**src/rtl/qlf_k4n8_cfg_pkg.sv**
```systemverilog
`default_nettype none
// ============================================================================
//  Module   : qlf_k4n8_cfg_pkg
//  Brief    : Shared state encodings and parameter limits for K4N8 config loaders
//  Revision : 1.0
// ============================================================================
package qlf_k4n8_cfg_pkg;

    typedef enum logic [1:0] {
        ST_IDLE  = 2'd0,
        ST_SHIFT = 2'd1,
        ST_DONE  = 2'd2
    } cfg_state_e;

    localparam int c_nchain_min = 1;
    localparam int c_depth_min  = 2;

endpackage
`default_nettype wire

```
**src/rtl/qlf_scff_chain.sv**
```systemverilog
`default_nettype none
// ============================================================================
//  Module   : qlf_scff_chain
//  Brief    : One scan chain of DEPTH config flops with shift enable and reset-to-INIT
//  Revision : 1.0
// ============================================================================
module qlf_scff_chain
    import qlf_k4n8_cfg_pkg::*;
#(
    parameter int   DEPTH = 64,
    parameter logic INIT  = 1'b0
) (
    input  logic             clk,
    input  logic             rst,
    input  logic             en,
    input  logic             si,
    output logic [DEPTH-1:0] q,
    output logic             so
);

    generate
        if (DEPTH < c_depth_min) begin : g_bad_depth
            $error("qlf_scff_chain: DEPTH must be >= 2");
        end
    endgenerate

    logic [DEPTH-1:0] r_q;

    // Flop 0 takes the serial input; the tail flop is the serial output.
    always_ff @(posedge clk) begin
        if (rst) begin
            r_q <= {DEPTH{INIT}};
        end else if (en) begin
            r_q <= {r_q[DEPTH-2:0], si};
        end
    end

    assign q  = r_q;
    assign so = r_q[DEPTH-1];

endmodule
`default_nettype wire

```
**src/rtl/qlf_cfg_chain_loader.sv**
```systemverilog
`default_nettype none
// ============================================================================
//  Module   : qlf_cfg_chain_loader
//  Brief    : NCHAIN parallel config chains with valid/ready serial load, done and readback
//  Revision : 1.0
// ============================================================================
module qlf_cfg_chain_loader
    import qlf_k4n8_cfg_pkg::*;
#(
    parameter int   NCHAIN = 4,
    parameter int   DEPTH  = 64,
    parameter logic INIT   = 1'b0
) (
    input  logic                    clk,
    input  logic                    rst,
    input  logic                    start,
    input  logic                    abort,
    input  logic                    din_valid,
    output logic                    din_ready,
    input  logic [NCHAIN-1:0]       din,
    output logic [NCHAIN-1:0]       dout,
    output logic [NCHAIN*DEPTH-1:0] cfg_q,
    output logic                    busy,
    output logic                    done
);

    localparam int                 c_cnt_w    = $clog2(DEPTH);
    localparam logic [c_cnt_w-1:0] c_cnt_last = c_cnt_w'(DEPTH - 1);

    generate
        if (NCHAIN < c_nchain_min || DEPTH < c_depth_min) begin : g_bad_params
            $error("qlf_cfg_chain_loader: NCHAIN must be >= 1 and DEPTH >= 2");
        end
    endgenerate

    cfg_state_e         r_state;
    cfg_state_e         w_state_nxt;
    logic [c_cnt_w-1:0] r_cnt;
    logic [c_cnt_w-1:0] w_cnt_nxt;
    logic               w_shift;

    always_ff @(posedge clk) begin
        if (rst) begin
            r_state <= ST_IDLE;
            r_cnt   <= '0;
        end else begin
            r_state <= w_state_nxt;
            r_cnt   <= w_cnt_nxt;
        end
    end

    // Abort outranks a coincident beat, so a cancelled cycle never shifts.
    always_comb begin
        w_state_nxt = r_state;
        w_cnt_nxt   = r_cnt;
        case (r_state)
            ST_IDLE: begin
                if (start) begin
                    w_state_nxt = ST_SHIFT;
                    w_cnt_nxt   = '0;
                end
            end
            ST_SHIFT: begin
                if (abort) begin
                    w_state_nxt = ST_IDLE;
                    w_cnt_nxt   = '0;
                end else if (din_valid) begin
                    if (r_cnt == c_cnt_last) begin
                        w_state_nxt = ST_DONE;
                        w_cnt_nxt   = '0;
                    end else begin
                        w_cnt_nxt = r_cnt + c_cnt_w'(1);
                    end
                end
            end
            ST_DONE: begin
                if (start) begin
                    w_state_nxt = ST_SHIFT;
                    w_cnt_nxt   = '0;
                end
            end
            default: begin
                w_state_nxt = ST_IDLE;
                w_cnt_nxt   = '0;
            end
        endcase
    end

    assign din_ready = (r_state == ST_SHIFT);
    assign busy      = (r_state == ST_SHIFT);
    assign done      = (r_state == ST_DONE);
    assign w_shift   = din_ready & din_valid & ~abort;

    generate
        for (genvar c = 0; c < NCHAIN; c++) begin : g_chain
            qlf_scff_chain #(
                .DEPTH (DEPTH),
                .INIT  (INIT)
            ) u_chain (
                .clk (clk),
                .rst (rst),
                .en  (w_shift),
                .si  (din[c]),
                .q   (cfg_q[c*DEPTH +: DEPTH]),
                .so  (dout[c])
            );
        end
    endgenerate

endmodule
`default_nettype wire

```
**config.mk**
```make
export PLATFORM = sky130hd
export DESIGN_NAME = qlf_cfg_chain_loader
export DESIGN_NICKNAME = d
export VERILOG_FILES = /design/src/rtl/qlf_k4n8_cfg_pkg.sv /design/src/rtl/qlf_scff_chain.sv /design/src/rtl/qlf_cfg_chain_loader.sv
export SDC_FILE = /design/constraint.sdc
export NUM_CORES = 1
export LEC_CHECK = 0
export ABC_AREA = 1
export BUFFER_PORTS_ARGS = -buffer_cell sky130_fd_sc_hd__buf_2
export CAP_MARGIN = 20
export CORE_AREA = 2 2 139 141
export CTS_CLUSTER_SIZE = 40
export DETAILED_ROUTE_END_ITERATION = 12
export DIE_AREA = 0 0 141 143
export GPL_TIMING_DRIVEN = 0
export PLACE_DENSITY_LB_ADDON = 0.15
export SYNTH_ARGS = -nofsm -noshare
export SYNTH_HDL_FRONTEND = slang
export SYNTH_SLANG_ARGS = --single-unit
```
**constraint.sdc**
```tcl
create_clock -name clk -period 2.1 [get_ports clk]
set_clock_uncertainty 0.2 [all_clocks]
set_input_delay 0.42 -clock clk [delete_from_list [all_inputs] [get_ports clk]]
set_output_delay 0.42 -clock clk [all_outputs]
set_load 0.05 [all_outputs]
```
==> results of run 1 <==
## registers in the layout, indices dropped and copies added, names as in the netlist
| register | count |
|---|---|
| g_chain.u_chain.q | 256 |
| r_cnt | 6 |
| r_state | 2 |
## tightest hold or removal path: cells and delay by family
kind | cells | cell delay [ns]
buffers and inverters | 2 | 0.18
AOI/OAI and AO/OA | 1 | 0.11
and+or+nand+nor | 2 | 0.11
## what timing repair did
action | 4_1_cts | 5_1_grt
hold endpoints to repair | 5 | 0
endpoints found under the setup margin | 1 | 2
pin swaps | 0 | 0
resized for setup | 1 | 1
setup buffers | 0 | 0
hold buffers | 5 | 0
## power groups by stage
| stage | clock, mW | sequential, mW | combinational [mW] |
|---|---|---|---|
| global placement | 0 | 5.48 | 1.52 |
| finish | 5.02 | 5.38 | 1.54 |
| detailed placement | 0 | 5.48 | 1.53 |
| floorplan | 0 | 6.19 | 0.458 |
| global route | 5.32 | 5.41 | 1.65 |
| CTS | 5.12 | 5.38 | 1.55 |
## through the flow
stage | instance area (µm²) | utilization, % | worst slack (ns) | TNS [ns] | hold slack, ns
after detailed placement | 11100 | 59.6 | -0.181 | -17.18 | 0.274
after floorplan | 9420 | - | 0.328 | 0 | 0.238
after CTS | 12100 | 64.9 | 0.00243 | 0 | 0.105
final | 12100 | 64.9 | 0.0698 | 0 | 0.116
after global routing | 12100 | 64.9 | 0.00778 | 0 | 0.164
after global placement | 11100 | 59.6 | -0.120 | -13.20 | 0.255
## layer usage
layer	up-vias	track usage, %	wire, µm
li1	4419	-	-
met1	3904	30.0	10600
met2	235	35.6	10600
met3	48	5.40	1730
met4	0	7.47	648
met5	-	0	0
## cells in the mapped netlist
cell type	count
inv_1	10
buf_2	23
nand2_4	1
clkbuf_1	30
inv_2	2
nor2_4	1
clkbuf_2	1
buf_1	1
o21ai_0	253
o21ai_1	4
nand3b_1	1
buf_6	27
nor2_1	525
a21oi_1	6
nor2_8	1
nand4_1	2
buf_4	11
nand2_1	24
clkinv_1	1
dfxtp_1	264
nand3_1	2
ha_1	1
## logic make-up after synthesis
family,Yosys count,share of synthesized area (%)
AND/OR/NAND/NOR,557,22.6
flip-flops,264,56.1
AO/OA/AOI/OAI,263,14.0
buffers and inverters,106,7.13
adder cells (fa/ha/maj),1,0.133
## how the worst max path moves through the flow
stage,startpoint,endpoint,slack (ns),cells past startpoint
after floorplan,r_state[0],g_chain[0].u_chain.q[10],0.33,9
after global placement,rst,g_chain[1].u_chain.q[14],-0.12,6
after detailed placement,rst,g_chain[0].u_chain.q[6],-0.18,6
after CTS,r_state[0],din_ready,0.002,4
after global routing,r_state[0],din_ready,0.008,4
final,r_state[0],din_ready,0.07,4
## layout make-up
class | count | area [µm²]
Timing Repair Buffer | 276 | 1410
Multi-Input combinational cell | 821 | 3460
Fill cell | 1719 | 6510
Buffer | 93 | 623
Tap cell | 234 | 293
Clock buffer | 41 | 798
Clock inverter | 8 | 146
Sequential cell | 264 | 5290
Inverter | 13 | 48.8
==> metrics.md, run 1 <==
| Metric | Value |
|---|---|
| Routed WL | roughly 24000 µm |
| Logic gate share of total power | 12.9% |
| MaxCap Viol Count | 0 |
| Worst Hold Depth | 5 |
| Cell variety after synth | 22 |
| P_sw | between 3 and 4 mW |
| Largest cells by area after synthesis | dfxtp_1 (56%), nor2_1 (21%), o21ai_0 (13%) |
| Vias in the first global route | 7600 |
| Die W | 141 µm |
| Worst relative slew slack | 51.3% |
| Slowest CP cell | dfxtp_2 |
| Core footprint | 0.0186 mm² |
| Drt first pass iters | 5 |
| Period utilization | 96.7% |
| Crit end category | output pin |
| Port bufs | 271 |
| Yosys reg bits | approximately 260 |
| Reg-to-reg startpoint | r_state[0] |
| CP Cell Sequence | inv_2 -> nor2_4 -> buf_4 -> buf_4 |
| Area Growth Syn to Fin | 28.1% |
| Worst Tran Pin Value | 0.731 ns |
| Hold Fails Final Rpt | 0 |
| Die height | 143 µm |
| Worst skew pair latency | 0.53 ns |
| Share of layout cells above drive strength 1 | 25.1% |
| Worst reg2reg path depth | 8 |
| # rows | 50 |
| Drt drc | 0 |
| PD cells | 989 mW/mm² |
| Peak Freq | between 400 and 500 MHz |
| Clock Pin Slew Worst Setup and Hold Paths | ~0.06 ns |
| VDD IR max | 0.743 mV |
| Ant. Diodes | 0 |
| Min cycle time layout | slightly above 2 ns |
| Routed len/inst | 13.5 µm |
| Sequential Power Share | 45.1% |
| CP Max Fanout | 5 |
| # IOs | approximately 270 |
| Max clock buf depth | 3 |
| Post-Syn Area | 0.00942 mm² |
| CP Launch Type | register |
| Fin cells | 1750 |
| WP data arrival | 1.41 ns |
| Outcome | finished clean |
| Largest net degree at the start of global routing | 14 |
| Vias after detailed routing | 8606 |
| Initial antenna violation count | 0 |
| Top cell by count, worst path | buf_4 |
| Initial Util | between 50% and 60% |
| Pwr Total | roughly 12 mW |
| CTS Root Cell | clkbuf_16 |
| Crit Reg-Reg Endpoint | g_chain[3].u_chain.q[41] |
| GRT Residual Overflow | 0 |
| Seq/Total Area, Yosys | 56.1% |
| CTS buffer count | 27 |
| Leak | 6.69 nW |
| Total die area | a little over 0.02 mm² |
| Num Clock Sinks | 264 |
| Cell family with most CP delay | flip-flops |
| Synth Instances | 1191 |
| Detail Route Antenna Nets | 0 |
| Top cell type's share of synthesized area | 56.1% |
| Inst Count DP | 1696 |
| WHS Endpoint | r_state[0] |
| Commonest non-fill, non-tap cell in the layout | nor2_1 |
| Final setup viols | 0 |
| RSZ-0062 raised after global routing | false |
| Highest-count cells in the layout ignoring fill and taps | nor2_1 (525), buf_2 (293), dfxtp_1 (263), o21ai_0 (253), clkbuf_1 (37) |
| Required time worst endpoint | 1.48 ns |
| First-pass GRT wire length | 37700 µm |
| CTS tree | done |
| Flop-to-flop setup slack | 0.34 ns |
| Htree depth | 1 |
| Internal Dissipation | ~8.7 mW |
| RD Place Congestion | 0.819 |
| Detailed placement HPWL | 16100 µm |
| Final #Nets | roughly 1500 |
| GR Util All Layers | around 22% |
| Post-synth top area cell | dfxtp_1 |
| Crit path buffers/inverters | 3 |
| Count of pins over their slew limit | 0 |
| Critical Path Max Stage Delay | roughly 0.36 ns |
| Clk network pwr share | a little over two fifths |
| Switching Share | 27.3% |
| Mean Syn Cell Area | 7.91 µm² |
| Post-DR vias/cell | 4.92 |
| Startpoint of the worst hold path | start |
| DRT iter0 DRCs | 433 |
| Yosys warns | 0 |
| Syn Nets | 1201 |
| Worst min-delay path class | in -> reg |
| WS Path Type | reg -> out |
Power figures use the tool's default switching activity.
==> run 2, diff against run 1 <==
- CELL_PAD_IN_SITES_DETAIL_PLACEMENT: unset -> 1
- CELL_PAD_IN_SITES_GLOBAL_PLACEMENT: unset -> 1
- CORE_AREA: 2 2 139 141 -> 2 2 163 165
- DIE_AREA: 0 0 141 143 -> 0 0 165 167
==> run 2 against run 1 <==
Against the previous run:
- via count is 2.2% higher
- fmax is 2.9% higher
- largest power group unchanged
- critical endpoint unchanged
- die area is 37% higher
==> metrics.md, run 2 (same netlist as run 1, synthesis figures left out) <==
| Metric | Value |
|---|---|
| Outcome | finished clean |
| RSZ-0062 raised after global routing | false |
| Inst Count DP | about 1800 |
| WS Path Type | reg -> out |
| Final #Nets | approximately 1500 |
| Peak Freq | 507 MHz |
| Count of pins over their slew limit | 0 |
| CP Cell Sequence | inv_2 -> nor2_4 -> buf_4 -> buf_4 |
| Worst relative slew slack | about 56% |
| Worst min-delay path class | in -> reg |
| VDD IR max | 0.558 mV |
| Drt drc | 0 |
| Worst Tran Pin Value | 0.654 ns |
| GRT Residual Overflow | 0 |
| Vias in the first global route | 8614 |
| Detail Route Antenna Nets | 0 |
| Share of layout cells above drive strength 1 | around 25% |
| Total die area | 0.0276 mm² |
| Clock Pin Slew Worst Setup and Hold Paths | 0.06 ns |
| Slowest CP cell | dfxtp_2 |
| Post-place setup slack | -0.172 ns |
| Core footprint | 0.0258 mm² |
| Drt first pass iters | 4 |
| Placed Area | 0.0112 mm² |
| WP data arrival | about 1.4 ns |
| Routed len/inst | 14.7 µm |
| CP Launch Type | register |
| Min cycle time layout | just under 2 ns |
| CP Max Fanout | 4 |
| Period utilization | 94.0% |
| DRT iter0 DRCs | 437 |
| Worst skew pair latency | 0.53 ns |
| Top cell by count, worst path | buf_4 |
| MaxCap Viol Count | 0 |
| Htree depth | 1 |
| Die height | 167 µm |
| First-pass GRT wire length | 44200 µm |
| Final setup margin | 0.126 ns |
| Highest-count cells in the layout ignoring fill and taps | nor2_1 (525), buf_2 (293), dfxtp_1 (263), o21ai_0 (253), clkbuf_1 (45) |
| # rows | 59 |
| Vias after detailed routing | 8793 |
| Cell family with most CP delay | flip-flops |
| GRT busiest layer | met2 |
| Num Clock Sinks | ~260 |
| Finished layout cell area | 0.0121 mm² |
| Crit path buffers/inverters | 3 |
| GR Util All Layers | 19.4% |
| Die W | 165 µm |
| CTS tree | done |
| Leak | 6.65 nW |
| M1 GR Usage | 25.1% |
| Area Growth Syn to Fin | 28.6% |
| CTS Root Cell | clkbuf_16 |
| Max reg flops | 256 |
| Largest net degree at the start of global routing | 14 |
| Required time worst endpoint | roughly 1.5 ns |
| Met3 global-route usage | 5.95% |
| Port bufs | roughly 270 |
| PD cells | 959 mW/mm² |
| Fin cells | 1856 |
| Commonest non-fill, non-tap cell in the layout | nor2_1 |
| CTS buffer count | 29 |
| # IOs | 272 |
| RD Place Congestion | 0.755 |
| Pwr Total | 11.6 mW |
| Initial Util | roughly 37% |
| Detailed placement HPWL | 19200 µm |
| Final setup viols | 0 |
| Post-DR vias/cell | 4.74 |
| Hold Fails Final Rpt | 0 |
| Initial antenna violation count | 1 |
| Routed WL | 27200 µm |
| GRT met2 Usage | 31.7% |
| Critical Path Max Stage Delay | 0.35 ns |
| Crit end category | output pin |
| Max clock buf depth | 3 |
## run 2: worst paths after layout
kind,startpoint,end,slack (ns),depth (start not counted)
hold / removal,start,r_state[0],0.12,5
hold reg to reg,r_state[0],r_state[0],0.25,1
setup / recovery,r_state[0],din_ready,0.13,4
setup reg to reg,r_state[0],g_chain[3].u_chain.q[51],0.23,9
## run 2: layer usage
metal  vias up  wire length [µm]
li1       4411                 -
met1      4146             12300
met2       208             12300
met3        28              2260
met4         0               381
met5         -                 0
## run 2: report_power, final
| part | total [mW] | internal (mW) | switching [mW] |
|---|---|---|---|
| Combinational | 1.56 | 0.349 | 1.21 |
| Clock | 4.67 | 2.69 | 1.98 |
| Sequential | 5.39 | 5.23 | 0.159 |
| Total | 11.6 | 8.27 | 3.35 |
## run 2: metrics by stage
stage / utilization (%) / TNS, ns / hold WS (ns)
floorplan: - / 0 / 0.238
global placement: 43.5 / -14.66 / 0.257
detailed placement: 43.5 / -20.50 / 0.265
CTS: 47.0 / 0 / 0.0967
global route: 47.0 / 0 / 0.199
finish: 47.0 / 0 / 0.117
## run 2: worst reg2reg max path, cell delays in order, from the launching register on
cell,delay [ns]
dfxtp_2,0.35
inv_2,0.05
nor2_4,0.13
buf_4,0.15
nand2_4,0.07
nor2_8,0.15
buf_4,0.23
buf_2,0.23
o21ai_0,0.10
nor2_1,0.13
## run 2: final cells by class
class	instances	area, µm²
diodes	1	2.50
repair buffers	277	1420
multi-input cells	821	3460
plain buffers	93	623
well taps	335	419
flip-flops and latches	264	5290
clock inverters	4	20.0
fillers	3291	13600
inverters	13	48.8
clock buffers	48	837
## run 2: what timing repair did
action	in CTS	in global routing
resized for setup	1	1
pin swaps	1	0
hold buffers	5	0
endpoints found under the setup margin	1	1
setup buffers	1	0
hold endpoints to repair	5	0
